<file path="config.mk">
export PLATFORM = sky130hd
export DESIGN_NAME = islem_denetleyici
export DESIGN_NICKNAME = d
export VERILOG_FILES = /design/src/rtl/islem_denetleyici.sv
export SDC_FILE = /design/constraint.sdc
export NUM_CORES = 1
export LEC_CHECK = 0
export ABC_CLOCK_PERIOD_IN_PS = 10560
export CAP_MARGIN = 10
export CORE_AREA = 2 2 264 266
export CTS_CLUSTER_SIZE = 24
export DETAILED_ROUTE_END_ITERATION = 7
export DIE_AREA = 0 0 266 268
export GPL_ROUTABILITY_DRIVEN = 0
export SLEW_MARGIN = 20
export SYNTH_ARGS = -nofsm -noshare
export SYNTH_HDL_FRONTEND = slang
export SYNTH_SLANG_ARGS = --single-unit
</file>
<file path="constraint.sdc">
create_clock -name clk -period 10.56 [get_ports clk]
set_input_delay 1.584 -clock clk [delete_from_list [all_inputs] [get_ports clk]]
set_output_delay 1.584 -clock clk [all_outputs]
set_load 0.1 [all_outputs]
</file>
<file path="src/rtl/islem_denetleyici.sv">
// islem_denetleyici: operation sequencer in front of the seven calculator units.
//   Takes one request (operands + op code) over istek_gecerli/istek_hazir. It pulses the
//   selected unit's start and waits for that unit's ready flag, with a timeout. It then
//   captures the result and holds it until the consumer takes it with sonuc_al.
// Ports:
//   clk, rst                       clock (rising edge), asynchronous active-high reset
//   istek_gecerli / istek_hazir    request handshake
//   sayi1, sayi2, tur              operands and op code (111 = invalid), sampled on accept
//   birim_sayi1/2, birim_basla     latched operands and one-hot start pulse to the units
//   birim_hazir/gecerli/tasma      per-unit done / result-valid / overflow flags
//   birim_sonuc                    unit k result at [64k+63:64k]
//   sonuc, gecerli, tasma          captured result and flags
//   zaman_asimi                    operation aborted by timeout
//   hazir / sonuc_al               result available / consumer takes result
module islem_denetleyici #(
    parameter int unsigned ZAMAN_ASIMI = 1024
) (
    input  logic         clk,
    input  logic         rst,
    input  logic         istek_gecerli,
    output logic         istek_hazir,
    input  logic [31:0]  sayi1,
    input  logic [31:0]  sayi2,
    input  logic [2:0]   tur,
    output logic [31:0]  birim_sayi1,
    output logic [31:0]  birim_sayi2,
    output logic [6:0]   birim_basla,
    input  logic [6:0]   birim_hazir,
    input  logic [6:0]   birim_gecerli,
    input  logic [6:0]   birim_tasma,
    input  logic [447:0] birim_sonuc,
    output logic [63:0]  sonuc,
    output logic         gecerli,
    output logic         tasma,
    output logic         zaman_asimi,
    output logic         hazir,
    input  logic         sonuc_al
);

    localparam int unsigned SayacW = $clog2(ZAMAN_ASIMI) + 1;
    localparam logic [SayacW-1:0] SayacSon = SayacW'(ZAMAN_ASIMI - 1);

    typedef enum logic [1:0] {StBosta, StBaslat, StBekle, StCikis} durum_e;

    durum_e             durum_q, durum_d;
    logic [SayacW-1:0]  sayac_q, sayac_d;
    logic [2:0]         tur_q, tur_d;
    logic [31:0]        sayi1_q, sayi1_d, sayi2_q, sayi2_d;
    logic [6:0]         basla_q, basla_d;
    logic [63:0]        sonuc_q, sonuc_d;
    logic               gecerli_q, gecerli_d, tasma_q, tasma_d;
    logic               zaman_q, zaman_d, hazir_q, hazir_d;
    logic               istek_hazir_q, istek_hazir_d;

    // Signals of the unit selected by the latched op code
    logic        sec_hazir, sec_gecerli, sec_tasma;
    logic [63:0] sec_sonuc;

    always_comb begin
        sec_hazir   = 1'b0;
        sec_gecerli = 1'b0;
        sec_tasma   = 1'b0;
        sec_sonuc   = '0;
        for (int unsigned k = 0; k < 7; k++) begin
            if (tur_q == 3'(k)) begin
                sec_hazir   = birim_hazir[k];
                sec_gecerli = birim_gecerli[k];
                sec_tasma   = birim_tasma[k];
                sec_sonuc   = birim_sonuc[64*k +: 64];
            end
        end
    end

    always_comb begin
        durum_d   = durum_q;
        sayac_d   = sayac_q;
        tur_d     = tur_q;
        sayi1_d   = sayi1_q;
        sayi2_d   = sayi2_q;
        basla_d   = '0;
        sonuc_d   = sonuc_q;
        gecerli_d = gecerli_q;
        tasma_d   = tasma_q;
        zaman_d   = zaman_q;

        unique case (durum_q)
            StBosta: begin
                if (istek_gecerli && istek_hazir_q) begin
                    sayi1_d = sayi1;
                    sayi2_d = sayi2;
                    tur_d   = tur;
                    if (tur == 3'b111) begin
                        sonuc_d   = '0;
                        gecerli_d = 1'b0;
                        tasma_d   = 1'b0;
                        zaman_d   = 1'b0;
                        durum_d   = StCikis;
                    end else begin
                        // Start is registered so it is high exactly while in StBaslat
                        basla_d = 7'(1) << tur;
                        durum_d = StBaslat;
                    end
                end
            end
            StBaslat: begin
                sayac_d = '0;
                durum_d = StBekle;
            end
            StBekle: begin
                sayac_d = sayac_q + SayacW'(1);
                // First wait cycle is masked: the unit may still show ready from its last job
                if (sec_hazir && (sayac_q != '0)) begin
                    sonuc_d   = sec_sonuc;
                    gecerli_d = sec_gecerli;
                    tasma_d   = sec_tasma;
                    zaman_d   = 1'b0;
                    durum_d   = StCikis;
                end else if (sayac_q == SayacSon) begin
                    sonuc_d   = '0;
                    gecerli_d = 1'b0;
                    tasma_d   = 1'b0;
                    zaman_d   = 1'b1;
                    durum_d   = StCikis;
                end
            end
            StCikis: begin
                if (sonuc_al) begin
                    durum_d = StBosta;
                end
            end
            default: durum_d = StBosta;
        endcase

        hazir_d       = (durum_d == StCikis);
        istek_hazir_d = (durum_d == StBosta);
    end

    always_ff @(posedge clk or posedge rst) begin
        if (rst) begin
            durum_q       <= StBosta;
            sayac_q       <= '0;
            tur_q         <= '0;
            sayi1_q       <= '0;
            sayi2_q       <= '0;
            basla_q       <= '0;
            sonuc_q       <= '0;
            gecerli_q     <= 1'b0;
            tasma_q       <= 1'b0;
            zaman_q       <= 1'b0;
            hazir_q       <= 1'b0;
            istek_hazir_q <= 1'b0;
        end else begin
            durum_q       <= durum_d;
            sayac_q       <= sayac_d;
            tur_q         <= tur_d;
            sayi1_q       <= sayi1_d;
            sayi2_q       <= sayi2_d;
            basla_q       <= basla_d;
            sonuc_q       <= sonuc_d;
            gecerli_q     <= gecerli_d;
            tasma_q       <= tasma_d;
            zaman_q       <= zaman_d;
            hazir_q       <= hazir_d;
            istek_hazir_q <= istek_hazir_d;
        end
    end

    assign istek_hazir = istek_hazir_q;
    assign birim_sayi1 = sayi1_q;
    assign birim_sayi2 = sayi2_q;
    assign birim_basla = basla_q;
    assign sonuc       = sonuc_q;
    assign gecerli     = gecerli_q;
    assign tasma       = tasma_q;
    assign zaman_asimi = zaman_q;
    assign hazir       = hazir_q;

endmodule

</file>
Word-level counts from Yosys, hierarchy flattened:

Index checks and enable logic that the tools add are counted.

* add/sub/neg operators: 1
* equality and inequality tests: 15
* shift-type cells: 1
* muxes and demuxes: 53
* reductions and logical operators: 10

Operator list (number)
* 64-bit two-way mux: 11
* 64-bit one-hot mux with 2 select lines: 1
* 1-bit two-way mux: 28
* 11-bit one-hot mux with 2 select lines: 1
* 7-bit two-way mux: 3
* 3-bit equality test, second input constant: 4
* 11-bit by 1-bit adder with 11-bit output, second input constant: 1
* 11-bit by 10-bit equality test with 1-bit output, second input constant: 1
* 11-bit nonzero test: 1
* 2-bit two-way mux: 5
* 2-bit one-hot mux with 4 select lines: 1
* 1-bit by 3-bit left shift with 7-bit output, first input constant: 1
* 2-bit equality test, second input constant: 3
* 3-bit by 2-bit equality test with 1-bit output, second input constant: 2
* 1-bit one-hot mux with 2 select lines: 3
* 2-bit logical NOT: 2
* 2-bit != test, second input constant: 2
* 4-bit AND reduction: 1
* 2-bit nonzero test: 2
* 3-bit by 1-bit equality test with 1-bit output, second input constant: 1
* 3-bit logical NOT: 1
* 3-bit != test, second input constant: 1
* 2-bit by 1-bit equality test with 1-bit output, second input constant: 1
* 1-bit logical AND: 2
* 2-bit AND reduction: 1

* register bits after elaboration: 156
* output and inout bits: 140

Depth between registers and ports, before layout:

Gate-level depths: netlist of the first run.

* depth in word-level cells: 12
* mapped depth: 9

Worst setup path before layout of the first run:

OpenSTA, ideal clock, no wires.

* path kind: input to register
* start: input istek_gecerli
* end: register sonuc_q[0], in the netlist sonuc[0]
* arrival: 2.963 ns
* required time: 10.480 ns
* path slack: 7.517 ns
* stages on the path: 7
* buffers on the path: 2
* cell sequence: nand4_2 -> nor2_1 -> a21oi_1 -> or4_4 -> buf_4 -> buf_6 -> o211ai_2

* cells in the longest elaborated chain, start to end: 3

RTL lines
* from (decl): RTL line 20 `input logic istek_gecerli,`
* 1-bit logical AND: RTL line 88 `if (istek_gecerli && istek_hazir_q) begin`
* 2-bit != test (no source line)
* 4-bit AND reduction (no source line)
* to (signal assigned): RTL line 159 `sonuc_q <= sonuc_d;`
* to (decl): RTL line 50 `logic [63:0] sonuc_q, sonuc_d;`

No other way between the ends.
A chain may end at the register's enable or synchronous reset.

Worst setup path in the final report of the first run:

* start: register tur_q[0]
* end: register sonuc_q[41], in the netlist sonuc[41]

* cells in the longest elaborated chain, start to end: 11
* elaborated cells between the ends (all ways): 26

RTL lines
* from (decl): RTL line 47 `logic [2:0] tur_q, tur_d;`
* from (signal assigned): RTL line 155 `tur_q <= tur_d;`
* 3-bit logical NOT: RTL line 65 `if (tur_q == 3'(k)) begin`
* 1-bit two-way mux (7 in series): RTL line 65
* 1-bit logical AND: RTL line 112 `if (sec_hazir && (sayac_q != '0)) begin`
* 3-bit != test (no source line) or 64-bit two-way mux (tied branches)
* 4-bit AND reduction (no source line) or 64-bit one-hot mux with 2 select lines (tied branches)

Several ways; a longest one is shown, not always the timed one.

==> results.py, run 1 <==
metrics = {
    "sta": {
        "fin_setup_tns_ns": 0,
        "finalCriticalPeriod_ns": 4.345,
        "hold_violations": 0,
        "slew-limit-headroom_pct": 25.65,
        "setup_viol": 0,
        "tightest_slew_ns": 1.115,
        "finalClockSkew_ns": 0.01732,
        "rsz0062_at_grt": "false",
        "fmax_mhz": 230.1,
        "fin_crit_sh_pct": 41.15,
        "slew_viol_final": 0,
    },
    "critical_path": {
        "crit_path_max_incr_delay_ns": 0.99,
        "r2r_start": "tur_q[0]",
        "reg2reg_depth": 6,
        "slowest_stage": "or4_4",
        "critPathRequiredTime_ns": 10.87,
        "arrival_ns": 4.66,
        "crit_fanout": 69,
        "critPathCaptureType": "flop",
        "rr_endpoint": "sonuc[41]",
        "cp_cell_sequence": "inv_4 -> nand3_4 -> o21ai_4 -> buf_4 -> or4_4 -> o211ai_1",
        "setup.worst_path.start_class": "flop",
        "ff2ff_setup_slack_ns": 6.21,
        "crit_type": "flop to flop",
    },
    "hold_path": {
        "whs_endpoint": "zaman_asimi",
        "min_from": "zaman_asimi",
        "worstHoldPathType": "flop to flop",
        "min_path_cells": 1,
    },
    "drt": {
        "antenna_left": 0,
        "totalWireLength_um": 53970,
        "vias_per_cell": 4.589,
        "num_vias": 11931,
        "dr.pass1.iters": 5,
        "route.detailed.drc": 0,
        "drt_iter0_drc": 676,
        "routedWlPerCell_um": 20.76,
    },
    "pwr": {
        "power.density_nw_per_um2": 335.1,
        "peakVddDrop_mv": 0.1557,
        "p_switching_w": 0.003799,
        "internal_power_w": 0.002474,
        "p_seq_share_pct": 17.6,
        "combPwrFrac_pct": 72.5,
        "leakage_nw": 7.109,
        "p_clk_share_pct": 10.0,
        "swShare_pct": 60.57,
    },
    "floorplan": {
        "dieArea_sq_um": 71290,
        "fp.dieW_um": 266,
        "boundaryPins": 680,
        "initial_core_util_pct": 15.49,
        "row_count": 96,
        "dieHeight_um": 268,
        "design.core.area_sq_um": 68230,
    },
    "clock_tree": {
        "postCtsSetupBuffers": 0,
        "clk_latency_ns": 0.47,
        "clockRootBuffer": "clkbuf_16",
        "clockBufferDepth": 2,
        "htreeDepth": 4,
        "cts_resized": 0,
        "cts.clk_slew.worst_paths_ns": 0.08,
        "ctsHoldBuffers": 0,
        "cts_num_sinks": 156,
        "cts_buffers": 17,
        "tritoncts": "built",
    },
    "cells_and_area": {
        "seq_area_sq_um": 3911,
        "drive_above_1_share_pct": 9.785,
        "fin_nets": 2249,
        "multiInputGateArea_sq_um": 6181,
        "syn2layout_area_growth_pct": 77.13,
        "stdcell_count": 2600,
        "fillers": 7072,
    },
    "global_routing": {
        "grt.total_usage_pct": 14.56,
        "grt_overflow_total": 0,
        "grt_pass1_wl_um": 77530,
        "grt_max_degree": 146,
        "grt_pass1_vias": 12491,
        "antenna_found_initial": 3,
    },
    "run": {
        "cap_violations": 0,
    },
    "synth": {
        "synth_nets": 1665,
        "yosysUniqueCellTypes": 43,
        "syn_inst": 1120,
        "ys_ff_latch": 156,
        "synth_area_per_cell_sq_um": 9.437,
        "yosysWarnings": 0,
        "seq_area_frac_synth_pct": 36.94,
        "syn_area_sq_um": 10570,
    },
    "run_status": {
        "status": "finished clean",
    },
    "placed_design": {
        "dp_cells": 2567,
        "dp_hpwl_um": 40980,
        "io_buffers": 679,
    },
}
-- sequential cells by signal, indices dropped and copies added, names as in the netlist --
register and flops:
zaman_asimi 1, istek_hazir 1, birim_sayi1 32, tasma 1, hazir 1, tur_q 3, birim_sayi2 32, gecerli 1
sonuc 64, durum_q 2, sayac_q 11, birim_basla 7
-- cell families (layout without fill, tap and decap cells) --
kind of cell,count (synthesis),after routing,share of synthesized area [%]
multiplexers,199,199,19.65
flip-flops,156,156,36.94
buffers and inverters,137,734,5.410
AND/OR/NAND/NOR,199,199,7.896
other,0,1,0
AO/OA/AOI/OAI,420,420,29.18
XOR/XNOR,4,4,0.3315
adder cells (fa/ha/maj),5,5,0.5919
-- placed cells by master (no fill, tap or decap), types with 3 or more instances in the layout --
cell type,count
clkbuf_16,17
xor2_1,3
nor2_1,82
nor2b_1,3
buf_4,11
nand4_1,3
o211ai_1,26
nor4_1,3
mux2_2,68
nand3_1,7
ha_1,4
o22ai_1,133
o21ai_0,6
dfrtp_1,154
o2111ai_1,67
nand2b_1,3
clkdlybuf4s50_1,679
nor3_1,5
a21oi_1,71
inv_6,4
mux2i_1,131
a211oi_1,63
inv_1,9
o211ai_2,40
nand2_1,80
inv_8,5
-- layer usage --
metal	part of all wire [%]	track usage, %
met5	0	0
met4	3.2	6.377
met3	8.1	3.977
met1	40	17.01
met2	49	24.97
-- worst max path at each step --
stage | start | end | slack, ns
floorplan | rst | birim_basla[0] | 4.77
global placement | birim_hazir[2] | sonuc[41] | 5.93
detailed placement | birim_hazir[2] | sonuc[41] | 5.86
CTS | tur_q[0] | sonuc[48] | 6.16
global route | tur_q[0] | sonuc[41] | 5.88
finish | tur_q[0] | sonuc[41] | 6.21
-- through the flow --
stage	hold WS [ns]	utilization, %	worst slack, ns	power (W)	instance area, sq um
3_5_place_dp	0.4773	26.59	5.858	0.005664	18140
5_1_grt	0.5156	27.44	5.880	0.006580	18720
2_1_floorplan	0.4972	-	4.769	0.004296	10570
6_report	0.4898	27.44	6.215	0.006273	18720
4_1_cts	0.4940	27.44	6.158	0.006320	18720
3_3_place_gp	0.4755	26.59	5.929	0.005599	18140
-- worst max-delay path, delay by kind of cell, from the launching register on --
family                 cells  cell delay, ns
buffers and inverters      2            1.39
DFF                        1            0.63
AOI/OAI and AO/OA          2            0.50
and+or+nand+nor            2            1.57
-- power by group through the flow --
stage / registers [W] / clock network [W] / logic [W]
floorplan: 0.00267 / 0 / 0.00163
global placement: 0.00110 / 0 / 0.00450
detailed placement: 0.00111 / 0 / 0.00455
CTS: 0.00110 / 0.000655 / 0.00456
global route: 0.00114 / 0.000678 / 0.00476
finish: 0.00110 / 0.000624 / 0.00455
-- cells in the mapped netlist (all sizes together) --
cell type | instances | area, sq um
dfrtp | 156 | 3904
o22ai | 133 | 832.1
mux2i | 131 | 1311
clkbuf | 91 | 341.6
nor2 | 82 | 307.8
nand2 | 81 | 304.0
a21oi | 72 | 360.4
mux2 | 68 | 765.7
o2111ai | 67 | 586.8
o211ai | 66 | 695.7
a211oi | 65 | 493.0
buf | 35 | 188.9
inv | 11 | 41.29
nand3 | 9 | 45.04
o21ai | 7 | 35.03
ha | 5 | 62.56
nand2b | 5 | 31.28
nor3 | 5 | 25.02
nand4 | 4 | 31.28
nor2b | 3 | 18.77
nor4 | 3 | 18.77
xor2 | 3 | 26.28
a21o | 2 | 15.01
a22oi | 2 | 15.01
and3 | 2 | 12.51
nand3b | 2 | 15.01
a2111oi | 1 | 8.760
a22o | 1 | 8.760
a32o | 1 | 10.01
and2 | 1 | 6.260
nor3b | 1 | 7.510
o21a | 1 | 7.510
o22a | 1 | 8.760
o31ai | 1 | 7.510
or4 | 1 | 11.26
xnor2 | 1 | 8.760
-- area by class of cell --
type                    instances  area share [%]
multi-input cells             827           33.02
inverters                      11          0.2607
clock buffers                  17           2.272
flip-flops and latches        156           20.89
well taps                     882           5.895
diodes                          1         0.01337
repair buffers                691           36.85
clock inverters                15          0.7953
No activity file was read; power rests on OpenSTA's default activity.
==> run 2, diff against run 1 <==
--- a/config.mk
+++ b/config.mk
@@ -5,12 +5,12 @@
 export SDC_FILE = /design/constraint.sdc
 export NUM_CORES = 1
 export LEC_CHECK = 0
-export ABC_CLOCK_PERIOD_IN_PS = 10560
+export ABC_CLOCK_PERIOD_IN_PS = 3700
 export CAP_MARGIN = 10
-export CORE_AREA = 2 2 264 266
+export CORE_AREA = 2 2 262 264
 export CTS_CLUSTER_SIZE = 24
 export DETAILED_ROUTE_END_ITERATION = 7
-export DIE_AREA = 0 0 266 268
+export DIE_AREA = 0 0 264 266
 export GPL_ROUTABILITY_DRIVEN = 0
 export SLEW_MARGIN = 20
 export SYNTH_ARGS = -nofsm -noshare
==> constraint.sdc (replaced) <==
create_clock -name clk -period 3.7 [get_ports clk]
set_input_delay 0.555 -clock clk [delete_from_list [all_inputs] [get_ports clk]]
set_output_delay 0.555 -clock clk [all_outputs]
set_load 0.1 [all_outputs]
==> results.py, run 2 (synthesis results as in run 1) <==
metrics = {
    "drt": {
        "dr.pass1.iters": 5,
        "antenna_left": 0,
        "num_vias": 11938,
        "vias_per_cell": 4.579,
        "drt_iter0_drc": 632,
        "routedWlPerCell_um": 20.57,
        "route.detailed.drc": 0,
        "totalWireLength_um": 53630,
    },
    "placed_design": {
        "dp_hpwl_um": 40210,
        "io_buffers": 679,
        "place_ws_ns": 0.5740,
    },
    "hold_path": {
        "min_path_cells": 1,
        "worstHoldPathType": "flop to flop",
    },
    "critical_path": {
        "critPathRequiredTime_ns": 4.07,
        "critPathCaptureType": "flop",
        "cp_cell_sequence": "inv_1 -> ha_1 -> nand4_2 -> nor2_1 -> a21oi_4 -> or4_4 -> o211ai_1",
        "cp.buffers_inverters": 1,
        "reg2reg_depth": 7,
        "setup.worst_path.start_class": "flop",
        "crit_family": "simple AND/OR/NAND/NOR gates",
        "slowest_stage": "or4_4",
        "crit_type": "flop to flop",
        "crit_fanout": 66,
        "path_depth": 7,
        "arrival_ns": 3.34,
        "crit_path_max_incr_delay_ns": 0.96,
    },
    "cells_and_area": {
        "layout_common_cells": "clkdlybuf4s50_1, dfrtp_1, o22ai_1",
        "drive_above_1_share_pct": 10.38,
        "final_common_cell": "clkdlybuf4s50_1",
        "final_core_util_pct": 27.83,
        "fillers": 7042,
        "fin_nets": 2257,
        "antennaDiodeCount": 0,
        "syn2layout_area_growth_pct": 78.41,
        "largest_reg_flops": 64,
    },
    "sta": {
        "fin_setup_tns_ns": 0,
        "slew-limit-headroom_pct": 20.24,
        "finalClockSkew_ns": 0.01732,
        "rsz0062_at_grt": "false",
        "tightest_slew_ns": 1.196,
        "setup_viol": 0,
        "fin_crit_sh_pct": 80.11,
        "layout_setup_ws_ns": 0.7358,
        "slew_viol_final": 0,
        "fmax_mhz": 337.4,
        "finalCriticalPeriod_ns": 2.964,
        "hold_violations": 0,
    },
    "floorplan": {
        "fp.dieW_um": 264,
        "boundaryPins": 680,
        "design.core.area_sq_um": 67750,
        "row_count": 96,
        "dieHeight_um": 266,
        "dieArea_sq_um": 70220,
        "initial_core_util_pct": 15.60,
    },
    "global_routing": {
        "grt_max_degree": 147,
        "grt_pass1_wl_um": 77580,
        "antenna_found_initial": 2,
        "grt_overflow_total": 0,
        "grt.total_usage_pct": 14.57,
        "grt_pass1_vias": 12222,
    },
    "clock_tree": {
        "tritoncts": "built",
        "cts_buffers": 17,
        "clockRootBuffer": "clkbuf_16",
        "cts_resized": 0,
        "postCtsSetupBuffers": 0,
        "clockBufferDepth": 2,
        "clk_latency_ns": 0.48,
        "cts_num_sinks": 156,
        "cts.clk_slew.worst_paths_ns": 0.08,
        "ctsHoldBuffers": 0,
        "htreeDepth": 4,
    },
    "pwr": {
        "peakVddDrop_mv": 0.6651,
        "power.density_nw_per_um2": 951.3,
        "leakage_nw": 7.184,
    },
    "run_status": {
        "status": "finished clean",
    },
    "run": {
        "cap_violations": 0,
    },
}
## run 2: final timing paths
check	to	slack, ns	start
min reg2reg	zaman_asimi	0.50	zaman_asimi
max	sonuc[63]	0.74	durum_q[0]
min in group asynchronous	sonuc[63]	0.61	rst
min	zaman_asimi	0.50	zaman_asimi
max in group asynchronous	tur_q[2]	2.29	rst
max reg2reg	sonuc[63]	0.74	durum_q[0]
## run 2: report_power, final
group	switching, W	internal [W]	leakage, nW
registers	0.000544	0.00243	1.96
clock network	0.000895	0.000966	0.291
logic	0.00931	0.00379	4.93
## run 2: per-layer routing
metal	up-vias	track usage (%)	share of wire [%]
met4	2	5.559	2.9
met5	-	0	0.019
li1	5527	-	-
met3	68	3.577	6.5
met2	551	24.94	49
met1	5790	17.58	41
## run 2: area by class of cell
type	instances	area [sq um]	area share, %
repair buffers	699	7009	37.17
multi-input cells	827	6183	32.79
flip-flops and latches	156	3911	20.74
well taps	882	1104	5.853
clock buffers	18	429.2	2.276
clock inverters	14	171.4	0.9091
inverters	11	47.55	0.2522
## run 2: metrics by stage
stage,std cells,hold slack [ns],cell area [sq um],total power [W]
floorplan,1120,0.4972,10570,0.01226
global placement,2575,0.4737,18260,0.01594
detailed placement,2575,0.4915,18260,0.01615
CTS,2607,0.5097,18860,0.01812
global route,2607,0.5144,18860,0.01882
finish,2607,0.5037,18860,0.01794
==> run 3, diff against run 2 <==
--- a/config.mk
+++ b/config.mk
@@ -5,7 +5,7 @@
 export SDC_FILE = /design/constraint.sdc
 export NUM_CORES = 1
 export LEC_CHECK = 0
-export ABC_CLOCK_PERIOD_IN_PS = 3700
+export ABC_CLOCK_PERIOD_IN_PS = 2700
 export CAP_MARGIN = 10
 export CORE_AREA = 2 2 262 264
 export CTS_CLUSTER_SIZE = 24
==> constraint.sdc (replaced) <==
create_clock -name clk -period 2.7 [get_ports clk]
set_input_delay 0.405 -clock clk [delete_from_list [all_inputs] [get_ports clk]]
set_output_delay 0.405 -clock clk [all_outputs]
set_load 0.1 [all_outputs]
==> results.py, run 3 (synthesis results as in run 1) <==
metrics = {
    "clock_tree": {
        "postCtsSetupBuffers": 0,
        "clockRootBuffer": "clkbuf_16",
        "cts_resized": 0,
        "cts_buffers": 17,
        "ctsHoldBuffers": 0,
        "htreeDepth": 4,
        "cts_num_sinks": 156,
        "clockBufferDepth": 2,
        "tritoncts": "built",
        "clk_latency_ns": 0.47,
        "cts.clk_slew.worst_paths_ns": 0.07,
    },
    "critical_path": {
        "startpoint": "durum_q[0]",
        "arrival_ns": 2.74,
        "ff2ff_setup_slack_ns": 0.34,
        "r2r_start": "durum_q[0]",
        "critPathCaptureType": "flop",
        "critPathRequiredTime_ns": 3.08,
        "crit_type": "flop to flop",
        "rr_endpoint": "sonuc[47]",
        "reg2reg_depth": 8,
        "crit_fanout": 66,
        "setup.worst_path.start_class": "flop",
        "setup.worst_path.end": "sonuc[47]",
    },
    "drt": {
        "antenna_left": 0,
        "totalWireLength_um": 53690,
        "vias_per_cell": 4.564,
        "routedWlPerCell_um": 20.41,
        "num_vias": 12009,
        "route.detailed.drc": 0,
        "drt_iter0_drc": 586,
        "dr.pass1.iters": 6,
    },
    "pwr": {
        "swShare_pct": 60.49,
        "p_switching_w": 0.01483,
        "leakage_nw": 7.507,
        "p_clk_share_pct": 10.0,
        "p_seq_share_pct": 16.6,
        "peakVddDrop_mv": 0.9911,
        "power.density_nw_per_um2": 1305,
        "combPwrFrac_pct": 73.4,
        "internal_power_w": 0.009689,
    },
    "cells_and_area": {
        "stdcell_count": 2631,
        "final_common_cell": "clkdlybuf4s50_1",
        "largest_reg_flops": 64,
        "drive_above_1_share_pct": 19.28,
        "syn2layout_area_growth_pct": 77.79,
        "fin_nets": 2280,
        "layout_common_cells": "clkdlybuf4s50_1, buf_4, dfrtp_1",
        "fillers": 7062,
    },
    "global_routing": {
        "grt_pass1_vias": 12373,
        "grt_overflow_total": 0,
        "grt_pass1_wl_um": 77680,
        "antenna_found_initial": 3,
        "grt.total_usage_pct": 14.67,
        "grt_max_degree": 80,
    },
    "sta": {
        "hold_violations": 0,
        "finalClockSkew_ns": 0.01111,
        "slew-limit-headroom_pct": 41.50,
        "setup_viol": 0,
        "fmax_mhz": 423.3,
        "fin_crit_sh_pct": 87.49,
        "holdWs_ns": 0.3298,
        "fin_setup_tns_ns": 0,
        "finalCriticalPeriod_ns": 2.362,
        "slew_viol_final": 0,
        "tightest_slew_ns": 0.8775,
        "rsz0062_at_grt": "false",
    },
    "run_status": {
        "status": "finished clean",
    },
    "placed_design": {
        "io_buffers": 679,
        "dp_hpwl_um": 40690,
        "dp_cells": 2598,
    },
    "floorplan": {
        "initial_core_util_pct": 15.60,
        "dieArea_sq_um": 70220,
        "dieHeight_um": 266,
        "boundaryPins": 680,
        "design.core.area_sq_um": 67750,
        "row_count": 96,
        "fp.dieW_um": 264,
    },
    "run": {
        "cap_violations": 0,
    },
    "hold_path": {
        "worstHoldPathType": "input port to async pin",
    },
}
run 3: worst min-delay path by stage:
| stage | from | end | slack, ns |
|---|---|---|---|
| after floorplan | tur[0] | birim_basla[0] | 0.48 |
| after global placement | zaman_asimi | zaman_asimi | 0.48 |
| after detailed placement | birim_sayi2[26] | birim_sayi2[26] | 0.49 |
| after CTS | rst | sonuc[11] | 0.29 |
| after global routing | rst | sonuc[6] | 0.33 |
| final | rst | sonuc[6] | 0.33 |
run 3: layer usage:
layer / global-route usage, % / routed length, um
met5: 0 / 16
met3: 3.577 / 3539
met4: 6.143 / 1693
met2: 25.12 / 26410
met1: 17.51 / 22030
run 3: per-stage QoR:
step	instance area (sq um)	power, W	setup slack, ns	util (%)
after floorplan	10570	0.01680	0.1510	-
after global placement	18220	0.02189	0.2478	26.89
after detailed placement	18220	0.02214	0.2411	26.89
after CTS	18790	0.02474	0.3276	27.73
after global routing	18790	0.02576	0.1863	27.74
final	18790	0.02452	0.3378	27.74
run 3: critical path: stages (launching register included):
cell and delay, ns:
dfrtp_1 0.42, inv_1 0.17, ha_1 0.22, nand4_2 0.12, nor2_1 0.24, a21oi_4 0.05
or4_4 0.53, buf_12 0.24, o211ai_1 0.24
run 3: layout make-up:
class | count | area [sq um] | share of cell area [%]
repair buffers | 722 | 6969 | 37.09
multi-input cells | 827 | 6183 | 32.91
flip-flops and latches | 156 | 3911 | 20.82
well taps | 882 | 1104 | 5.873
clock buffers | 18 | 429.2 | 2.284
clock inverters | 14 | 143.9 | 0.7657
inverters | 11 | 47.55 | 0.2530
diodes | 1 | 2.502 | 0.01332
run 3: power by group through the flow:
stage / combinational (W) / sequential [W] / clock, W
floorplan: 0.00636 / 0.0104 / 0
detailed placement: 0.0181 / 0.00408 / 0
global placement: 0.0178 / 0.00405 / 0
CTS: 0.0181 / 0.00406 / 0.00261
global route: 0.0189 / 0.00420 / 0.00268
finish: 0.0180 / 0.00406 / 0.00246
